File: config.mk
export PLATFORM = sky130hd
export DESIGN_NAME = sram_bus_sequencer
export DESIGN_NICKNAME = d
export VERILOG_FILES = /design/src/rtl/sram_bus_sequencer.sv
export SDC_FILE = /design/constraint.sdc
export NUM_CORES = 1
export LEC_CHECK = 0
export ABC_CLOCK_PERIOD_IN_PS = 2600
export BUFFER_PORTS_ARGS = -buffer_cell sky130_fd_sc_hd__buf_4
export CORE_ASPECT_RATIO = 0.7
export CORE_MARGIN = 8
export CORE_UTILIZATION = 44
export CTS_BUF_LIST = sky130_fd_sc_hd__clkbuf_4 sky130_fd_sc_hd__clkbuf_8 sky130_fd_sc_hd__clkbuf_16
export CTS_CLUSTER_SIZE = 10
export DETAILED_ROUTE_END_ITERATION = 8
export GPL_TIMING_DRIVEN = 1
export PLACE_DENSITY = 0.78
export REMOVE_ABC_BUFFERS = 1
export SYNTH_ARGS = -nofsm -noshare
export SYNTH_HDL_FRONTEND = slang
export SYNTH_SLANG_ARGS = --single-unit
File: constraint.sdc
create_clock -name clk6x -period 2.6 [get_ports clk6x]
set_input_delay 0.13 -clock clk6x [delete_from_list [all_inputs] [get_ports clk6x]]
set_output_delay 0.13 -clock clk6x [all_outputs]
set_load 0.01 [all_outputs]
File: src/rtl/sram_bus_sequencer.sv
// rtl/sram_bus_sequencer.sv - arbitrated setup/strobe/hold sequencer for the external SRAM bus
module sram_bus_sequencer #(
  parameter int NCH   = 2,
  parameter int AW    = 21,
  parameter int DW    = 8,
  parameter int RD_WS = 2,
  parameter int WR_WS = 2,
  parameter int RR    = 0
) (
  input  logic              clk6x,
  input  logic              resetn,
  input  logic [NCH-1:0]    req,
  input  logic [NCH-1:0]    we,
  input  logic [NCH*AW-1:0] addr,
  input  logic [NCH*DW-1:0] wdata,
  output logic [NCH-1:0]    ack,
  output logic [DW-1:0]     rdata,
  output logic              busy,
  output logic [AW-1:0]     MA,
  input  logic [DW-1:0]     MD_i,
  output logic [DW-1:0]     MD_o,
  output logic              MD_oe,
  output logic              M1CSn,
  output logic              MRDn,
  output logic              MWRn
);

  localparam int GW = (NCH > 1) ? $clog2(NCH) : 1;
  localparam int CW = 8;

  typedef enum logic [1:0] {
    IDLE   = 2'd0,
    SETUP  = 2'd1,
    STROBE = 2'd2,
    HOLD   = 2'd3
  } state_t;

  state_t          state_q, state_d;
  logic [CW-1:0]   cnt_q, cnt_d;
  logic [GW-1:0]   grant_q, grant_d;
  logic [GW-1:0]   last_grant_q, last_grant_d;
  logic            we_l_q, we_l_d;

  logic [AW-1:0]   ma_q, ma_d;
  logic [DW-1:0]   md_o_q, md_o_d;
  logic            md_oe_q, md_oe_d;
  logic            cs_n_q, cs_n_d;
  logic            rd_n_q, rd_n_d;
  logic            wr_n_q, wr_n_d;
  logic [NCH-1:0]  ack_q, ack_d;
  logic [DW-1:0]   rdata_q, rdata_d;
  logic            busy_q, busy_d;

  logic            any_req;
  logic            arb_found;
  logic [GW-1:0]   win;
  int              arb_start;
  int              arb_idx;
  logic [CW-1:0]   ws_last;

  // Arbitration: scan upward from the start index (0 for fixed priority,
  // one past the last grant for round-robin) and take the first requester.
  always_comb begin
    any_req   = |req;
    arb_found = 1'b0;
    win       = '0;
    arb_idx   = 0;
    arb_start = (RR != 0) ? (int'(last_grant_q) + 1) : 0;
    for (int k = 0; k < NCH; k++) begin
      arb_idx = (arb_start + k) % NCH;
      if (!arb_found && req[GW'(arb_idx)]) begin
        win       = GW'(arb_idx);
        arb_found = 1'b1;
      end
    end
  end

  // Strobe length depends on the direction of the access in flight.
  always_comb begin
    ws_last = we_l_q ? CW'(WR_WS - 1) : CW'(RD_WS - 1);
  end

  // Next-state and next-output logic; every output is the registered value
  // of what the bus should show during the following cycle.
  always_comb begin
    state_d      = state_q;
    cnt_d        = cnt_q;
    grant_d      = grant_q;
    last_grant_d = last_grant_q;
    we_l_d       = we_l_q;
    ma_d         = ma_q;
    md_o_d       = md_o_q;
    md_oe_d      = md_oe_q;
    cs_n_d       = cs_n_q;
    rd_n_d       = rd_n_q;
    wr_n_d       = wr_n_q;
    ack_d        = '0;
    rdata_d      = rdata_q;

    case (state_q)
      IDLE: begin
        cs_n_d  = 1'b1;
        md_oe_d = 1'b0;
        rd_n_d  = 1'b1;
        wr_n_d  = 1'b1;
        if (any_req) begin
          state_d = SETUP;
          grant_d = win;
          we_l_d  = we[win];
          ma_d    = addr[int'(win)*AW +: AW];
          cs_n_d  = 1'b0;
          if (we[win]) begin
            md_o_d  = wdata[int'(win)*DW +: DW];
            md_oe_d = 1'b1;
          end
        end
      end

      SETUP: begin
        state_d = STROBE;
        cnt_d   = '0;
        rd_n_d  = we_l_q;
        wr_n_d  = !we_l_q;
      end

      STROBE: begin
        if (cnt_q == ws_last) begin
          state_d        = HOLD;
          rd_n_d         = 1'b1;
          wr_n_d         = 1'b1;
          ack_d[grant_q] = 1'b1;
          if (!we_l_q) begin
            rdata_d = MD_i;
          end
        end else begin
          cnt_d = cnt_q + 1'b1;
        end
      end

      HOLD: begin
        state_d = IDLE;
        cs_n_d  = 1'b1;
        md_oe_d = 1'b0;
        if (RR != 0) begin
          last_grant_d = grant_q;
        end
      end

      default: begin
        state_d = IDLE;
        cs_n_d  = 1'b1;
        md_oe_d = 1'b0;
        rd_n_d  = 1'b1;
        wr_n_d  = 1'b1;
      end
    endcase

    busy_d = (state_d != IDLE);
  end

  // State and registered outputs; reset drops any access in flight.
  always_ff @(posedge clk6x) begin
    if (!resetn) begin
      state_q      <= IDLE;
      cnt_q        <= '0;
      grant_q      <= '0;
      last_grant_q <= GW'(NCH - 1);
      we_l_q       <= 1'b0;
      ma_q         <= '0;
      md_o_q       <= '0;
      md_oe_q      <= 1'b0;
      cs_n_q       <= 1'b1;
      rd_n_q       <= 1'b1;
      wr_n_q       <= 1'b1;
      ack_q        <= '0;
      rdata_q      <= '0;
      busy_q       <= 1'b0;
    end else begin
      state_q      <= state_d;
      cnt_q        <= cnt_d;
      grant_q      <= grant_d;
      last_grant_q <= last_grant_d;
      we_l_q       <= we_l_d;
      ma_q         <= ma_d;
      md_o_q       <= md_o_d;
      md_oe_q      <= md_oe_d;
      cs_n_q       <= cs_n_d;
      rd_n_q       <= rd_n_d;
      wr_n_q       <= wr_n_d;
      ack_q        <= ack_d;
      rdata_q      <= rdata_d;
      busy_q       <= busy_d;
    end
  end

  assign MA    = ma_q;
  assign MD_o  = md_o_q;
  assign MD_oe = md_oe_q;
  assign M1CSn = cs_n_q;
  assign MRDn  = rd_n_q;
  assign MWRn  = wr_n_q;
  assign ack   = ack_q;
  assign rdata = rdata_q;
  assign busy  = busy_q;

endmodule
==> reports/qor.yml, run 1 <==
cts_max_path_buffers: 2
cts-buffers-inserted: 5
hold_class: "in -> reg"
yosysMostFrequentCell: "nand2_1"
vias: 2074
synth_warnings: 0
finalMaxSlewViolations: 0
fin_skew_ps: 6.328
ios: 116
avgSynthCellArea_um2: 8.447
core_area_um2: 4808
netlist_instances: 261
fin_crit_sh: 0.7885
vias_per_cell: 5.059
status: "finished, final reports clean"
wl_per_cell_um: 14.47
ir_drop_v: 0.0007127
cts_tree: "built"
syn2layout_area_growth_pct: 36.15
synthFlopType: "dfxtp_1"
cp.required_ps: 2830
cts_root_buffer: "clkbuf_8"
critPathLaunchType: "flop"
clk_pin_slew_worst_paths_ps: 100
cts_resized: 0
grt-ovfl-total: 0
synth-seq-cells: 54
htree_levels: 2
p_per_area_nw_per_um2: 878.1
yosysTopAreaCell: "dfxtp_1"
relSlewSlack: 0.5103
first_pass_iters: 4
grt_pass1_wl_mm: 9.508
rows: 21
cp.arrival_ps: 2280
postCtsHoldBufs: 0
netlist_top_cells_count: "nand2_1 (72), dfxtp_1 (54), a21oi_1 (35), clkbuf_1 (12), nand3_1 (11)"
max_freq_mhz: 487.8
final_net_count: 418
crit_type: "reg -> reg"
ant_nets: 0
worst_pin_slew_ps: 731.3
wl_mm: 5.934
antenna_cells: 0
hold_viol: 0
p_leak_nw: 1.252
endpoint_kind: "flop"
antenna_found_initial: 0
synth-edff-count: 0
setup_tns_ps: 0
layout_min_cycle_time_ps: 2050
initial_core_util: 0.4585
die_x_um: 100.6
clk-insertion-delay-late_ps: 310
synth_area_leaders: "dfxtp_1 (49%), nand2_1 (12%), a21oi_1 (7.9%)"
post_cts_buffers: 0
drive_gt1_frac: 0.3021
hpwl_mm: 4.385
maxCapViolations: 0
whs_ps: 56.75
grt_pass1_vias: 2084
ys_seq_area_frac: 0.4904
fp.dieH_um: 75.23
grt_max_degree: 30
grt_use_total: 0.1550
synth_top_area_frac: 0.4904
dr.first_iter.drc_count: 126
setup_viol: 0
clkSinkCount: 54
gp_congestion: 0.8637
rsz0062_at_grt: "false"
async_flop_share: 0
route.detailed.drc: 0
numPortBuffers: 84
die_area_um2: 7568
synth_area_um2: 2205
worstPathMaxFanout: 15
ys_types: 38
-- worst paths after layout --
kind,startpoint,endpoint,slack (ps),cells past startpoint
setup / recovery,state_q[0],MWRn,550,5
hold / removal,addr[16],MA[16],60,3
setup reg to reg,state_q[0],MWRn,550,5
hold reg to reg,rdata[6],rdata[6],460,2
-- registers in the layout (all words and copies together), names as in the netlist, 2 cells and up --
register,count
rdata,8
state_q,2
MD_o,8
MA,21
cnt_q,8
-- final cells by class --
type | instances | area [um^2]
Inverter | 7 | 26.28
Multi-Input combinational cell | 184 | 1033
Sequential cell | 54 | 1081
Tap cell | 69 | 86.33
Clock buffer | 6 | 76.32
Clock inverter | 2 | 37.54
Fill cell | 416 | 1807
Timing Repair Buffer | 88 | 660.6
-- layout by cell type (no fill, tap or decap), types with 2 or more instances in the layout --
cell and count:
nand2_1 72, o21a_1 2, nor2_1 4, mux2i_1 8
nor4b_1 2, clkbuf_8 5, a2111oi_0 2, nor2b_1 2
a21oi_1 35, buf_4 88, ha_1 6, nand4_1 2
dfxtp_1 54, a41oi_1 3, nand3_1 11, o211ai_1 4
inv_1 7, or3_1 3, o21ai_0 5, a31oi_1 2
nand2b_1 2, nor3_1 3
-- critical path, cell delays in order, from the launching register on --
cell       delay (ps)
dfxtp_1           370
inv_1             130
ha_1              480
nor4b_1           550
a2111oi_0         240
a41oi_1           200
-- metrics by stage --
step / setup WS, ps / cells / power [mW] / cell area, um^2 / utilization
after floorplan: 737.1 / 245 / 1.636 / 2141 / -
final: 549.9 / 410 / 2.636 / 3002 / 0.6243
after CTS: 578.1 / 410 / 2.652 / 3002 / 0.6243
after detailed placement: 617.4 / 402 / 2.081 / 2888 / 0.6006
after global routing: 363.1 / 410 / 2.796 / 3002 / 0.6243
after global placement: 650.9 / 402 / 2.043 / 2888 / 0.6006
-- kinds of logic (layout without fill, tap and decap cells) --
family | after synthesis | in the layout | synth area share
DFF | 54 | 54 | 0.4904
buffers and inverters | 23 | 103 | 0.04086
muxes | 8 | 8 | 0.03632
AOI/OAI and AO/OA | 60 | 60 | 0.1635
adders and majority gates | 6 | 6 | 0.03405
and+or+nand+nor | 109 | 109 | 0.2333
other | 1 | 1 | 0.001701
-- routing by layer --
layer	up-vias	share of wire	track usage	wire length (um)
met4	0	0.012	0.05167	70
li1	1056	-	-	-
met3	9	0.070	0.04709	418
met1	950	0.43	0.1735	2523
met2	59	0.49	0.2772	2922
met5	-	0	0	0
-- power breakdown --
part | switching, mW | total, mW | internal, mW
combinational | 0.558 | 0.987 | 0.429
clock | 0.273 | 0.571 | 0.298
sequential | 0.0981 | 1.08 | 0.979
total | 0.929 | 2.64 | 1.71
Note: power is estimated with default switching activity, not from simulation.
==> inputs of run 2 (changes only) <==
--- a/config.mk
+++ b/config.mk
@@ -5,16 +5,16 @@
 export SDC_FILE = /design/constraint.sdc
 export NUM_CORES = 1
 export LEC_CHECK = 0
-export ABC_CLOCK_PERIOD_IN_PS = 2600
+export ABC_CLOCK_PERIOD_IN_PS = 1700
 export BUFFER_PORTS_ARGS = -buffer_cell sky130_fd_sc_hd__buf_4
 export CORE_ASPECT_RATIO = 0.7
 export CORE_MARGIN = 8
-export CORE_UTILIZATION = 44
+export CORE_UTILIZATION = 40
 export CTS_BUF_LIST = sky130_fd_sc_hd__clkbuf_4 sky130_fd_sc_hd__clkbuf_8 sky130_fd_sc_hd__clkbuf_16
 export CTS_CLUSTER_SIZE = 10
 export DETAILED_ROUTE_END_ITERATION = 8
 export GPL_TIMING_DRIVEN = 1
-export PLACE_DENSITY = 0.78
+export PLACE_DENSITY = 0.75
 export REMOVE_ABC_BUFFERS = 1
 export SYNTH_ARGS = -nofsm -noshare
 export SYNTH_HDL_FRONTEND = slang
==> constraint.sdc (replaced) <==
create_clock -name clk6x -period 1.7 [get_ports clk6x]
set_input_delay 0.085 -clock clk6x [delete_from_list [all_inputs] [get_ports clk6x]]
set_output_delay 0.085 -clock clk6x [all_outputs]
set_load 0.01 [all_outputs]
==> reports/qor.yml, run 2 (same netlist as run 1, synthesis figures left out) <==
status: "finished, final reports clean"
place_ws_ps: -44.91  # -662.3 ps
cts_tree: "built"
hold_viol: 0  # unchanged
ant_nets: 0  # unchanged
layout_common_cells: "buf_4 (96), nand2_1 (72), dfxtp_1 (52)"
syn2layout_area_growth_pct: 43.30
grt_max_degree: 36  # +20%
layout_setup_ws_ps: 42.58  # -507.3 ps
setup_viol: 0  # unchanged
rrSetupSlack_ps: 40  # -510 ps
clk_pin_slew_worst_paths_ps: 90  # about the same
cp.required_ps: 1930  # -900 ps
path_delay_family: "simple AND/OR/NAND/NOR gates"
clk-insertion-delay-late_ps: 300  # about the same
maxCapViolations: 0  # unchanged
layout_commonest_cell: "buf_4"
die_area_um2: 8181  # +8.1%
layout_min_cycle_time_ps: 1657  # -392.7 ps
wl_per_cell_um: 14.30  # -1.2%
postCtsHoldBufs: 0  # unchanged
fin_crit_sh: 0.9750  # +0.1865
fin_skew_ps: 3.817  # -2.511 ps
ir_drop_v: 0.0007169  # +0.59%
grt_use_total: 0.1404  # -0.01461
cts_max_path_buffers: 2  # unchanged
slowest_delay_ps: 500  # -50 ps
grt_pass1_wl_mm: 9.784  # +2.9%
wl_mm: 6.035  # +1.7%
vias: 2116  # +2.0%
routed-wl-met2_mm: 2.819  # -3.5%
grt_pass1_vias: 2099  # +0.72%
route.detailed.drc: 0  # unchanged
p_per_area_nw_per_um2: 1356  # +54%
die_x_um: 104.7  # +4.1%
max_freq_mhz: 603.3  # +24%
first_pass_iters: 4  # unchanged
critPathLaunchType: "flop"
gp_congestion: 0.8496  # -1.6%
met3_length_um: 568  # +36%
wl_met1_mm: 2.613  # +3.6%
cts-buffers-inserted: 5  # unchanged
vias_per_cell: 5.014  # -0.88%
hold_class: "in -> reg"
hpwl_mm: 4.440  # +1.3%
worst_pin_slew_ps: 699.8  # -31.52 ps
critPathSlowestCell: "or4b_4"
htree_levels: 2  # unchanged
critPathBufInv: 2  # +1
finalMaxSlewViolations: 0  # unchanged
cp.arrival_ps: 1890  # -390 ps
endpoint_kind: "flop"
antenna_cells: 0  # unchanged
dr.first_iter.drc_count: 98  # -22%
core_area_um2: 5285  # +9.9%
final_net_count: 428  # +2.4%
relSlewSlack: 0.5314  # +0.02111
routed.top_layer: "met4"
rows: 22  # +4.8%
crit_type: "reg -> reg"
power.total_mw: 4.283  # +62%
rsz0062_at_grt: "true"
p_leak_nw: 1.317  # +5.1%
fp.dieH_um: 78.12  # +3.8%
antenna_found_initial: 0  # unchanged
clkSinkCount: 54  # unchanged
worstPathMaxFanout: 8  # -7
grt-ovfl-total: 0  # unchanged
cts_root_buffer: "clkbuf_8"
numPortBuffers: 84  # unchanged
largest_reg_flops: 21  # unchanged
ios: 116  # unchanged
drive_gt1_frac: 0.3429  # +0.04080
crit_chain: "inv_2 > ha_4 > or4b_4 > nor4_4 > buf_12 > mux2i_1"
initial_core_util: 0.4171  # -0.04136
[run 2: changes by cell type in the layout (fill, tap and decap cells not counted), sizes merged]
cell,change
buf,+10
clkinvlp,-1
[run 2: path summary, 6_finish.rpt]
path,startpoint,to,depth (start not counted)
worst max-delay path,cnt_q[1],rdata[4],6
worst max register to register,cnt_q[1],rdata[4],6
worst min-delay path,addr[10],MA[10],3
worst min register to register,MD_o[3],MD_o[3],2
[run 2: where the power goes]
group	total [mW]	switching (mW)	internal, mW
Combinational	1.79	0.940	0.847
Sequential	1.63	0.133	1.50
Clock	0.862	0.391	0.471
Total	4.28	1.46	2.82
[run 2: final cells by class]
type                            count  area (um^2)
Fill cell                         499         2126
Clock inverter                      1        30.03
Inverter                            7        26.28
Multi-Input combinational cell    184         1086
Clock buffer                        6        82.58
Timing Repair Buffer               98        760.7
Sequential cell                    54         1084
Tap cell                           72        90.09
[run 2: what timing repair did]
item / CTS / global route
pin swaps: 1 / 0
gates cloned: 0 / 0
setup endpoints to repair: 9 / 12
resized for setup: 1 / 11
setup buffers: 0 / 0
[run 2: per-layer routing]
layer  vias up  GRT usage
met5         -          0
met4         0    0.03404
met3         5    0.05791
met2        77     0.2308
met1       962     0.1677
li1       1072          -
[run 2: metrics by stage]
step,setup TNS [ps],area (um^2),utilization,instances,hold slack (ps)
6_report,0,3159,0.5978,422,24.83
5_1_grt,-106.4,3159,0.5978,422,13.06
4_1_cts,0,3105,0.5876,422,17.50
3_5_place_dp,-240.7,2992,0.5661,415,344.8
3_3_place_gp,0,2992,0.5661,415,332.2
2_1_floorplan,-1319,2141,-,245,161.2
[run 2: worst reg2reg max path: cells and delay by family, from the launching register on]
| family | cells | cell delay, ps |
|---|---|---|
| adders and majority gates | 1 | 130 |
| buffers and inverters | 2 | 240 |
| DFF | 1 | 330 |
| muxes | 1 | 180 |
| and+or+nand+nor | 2 | 720 |
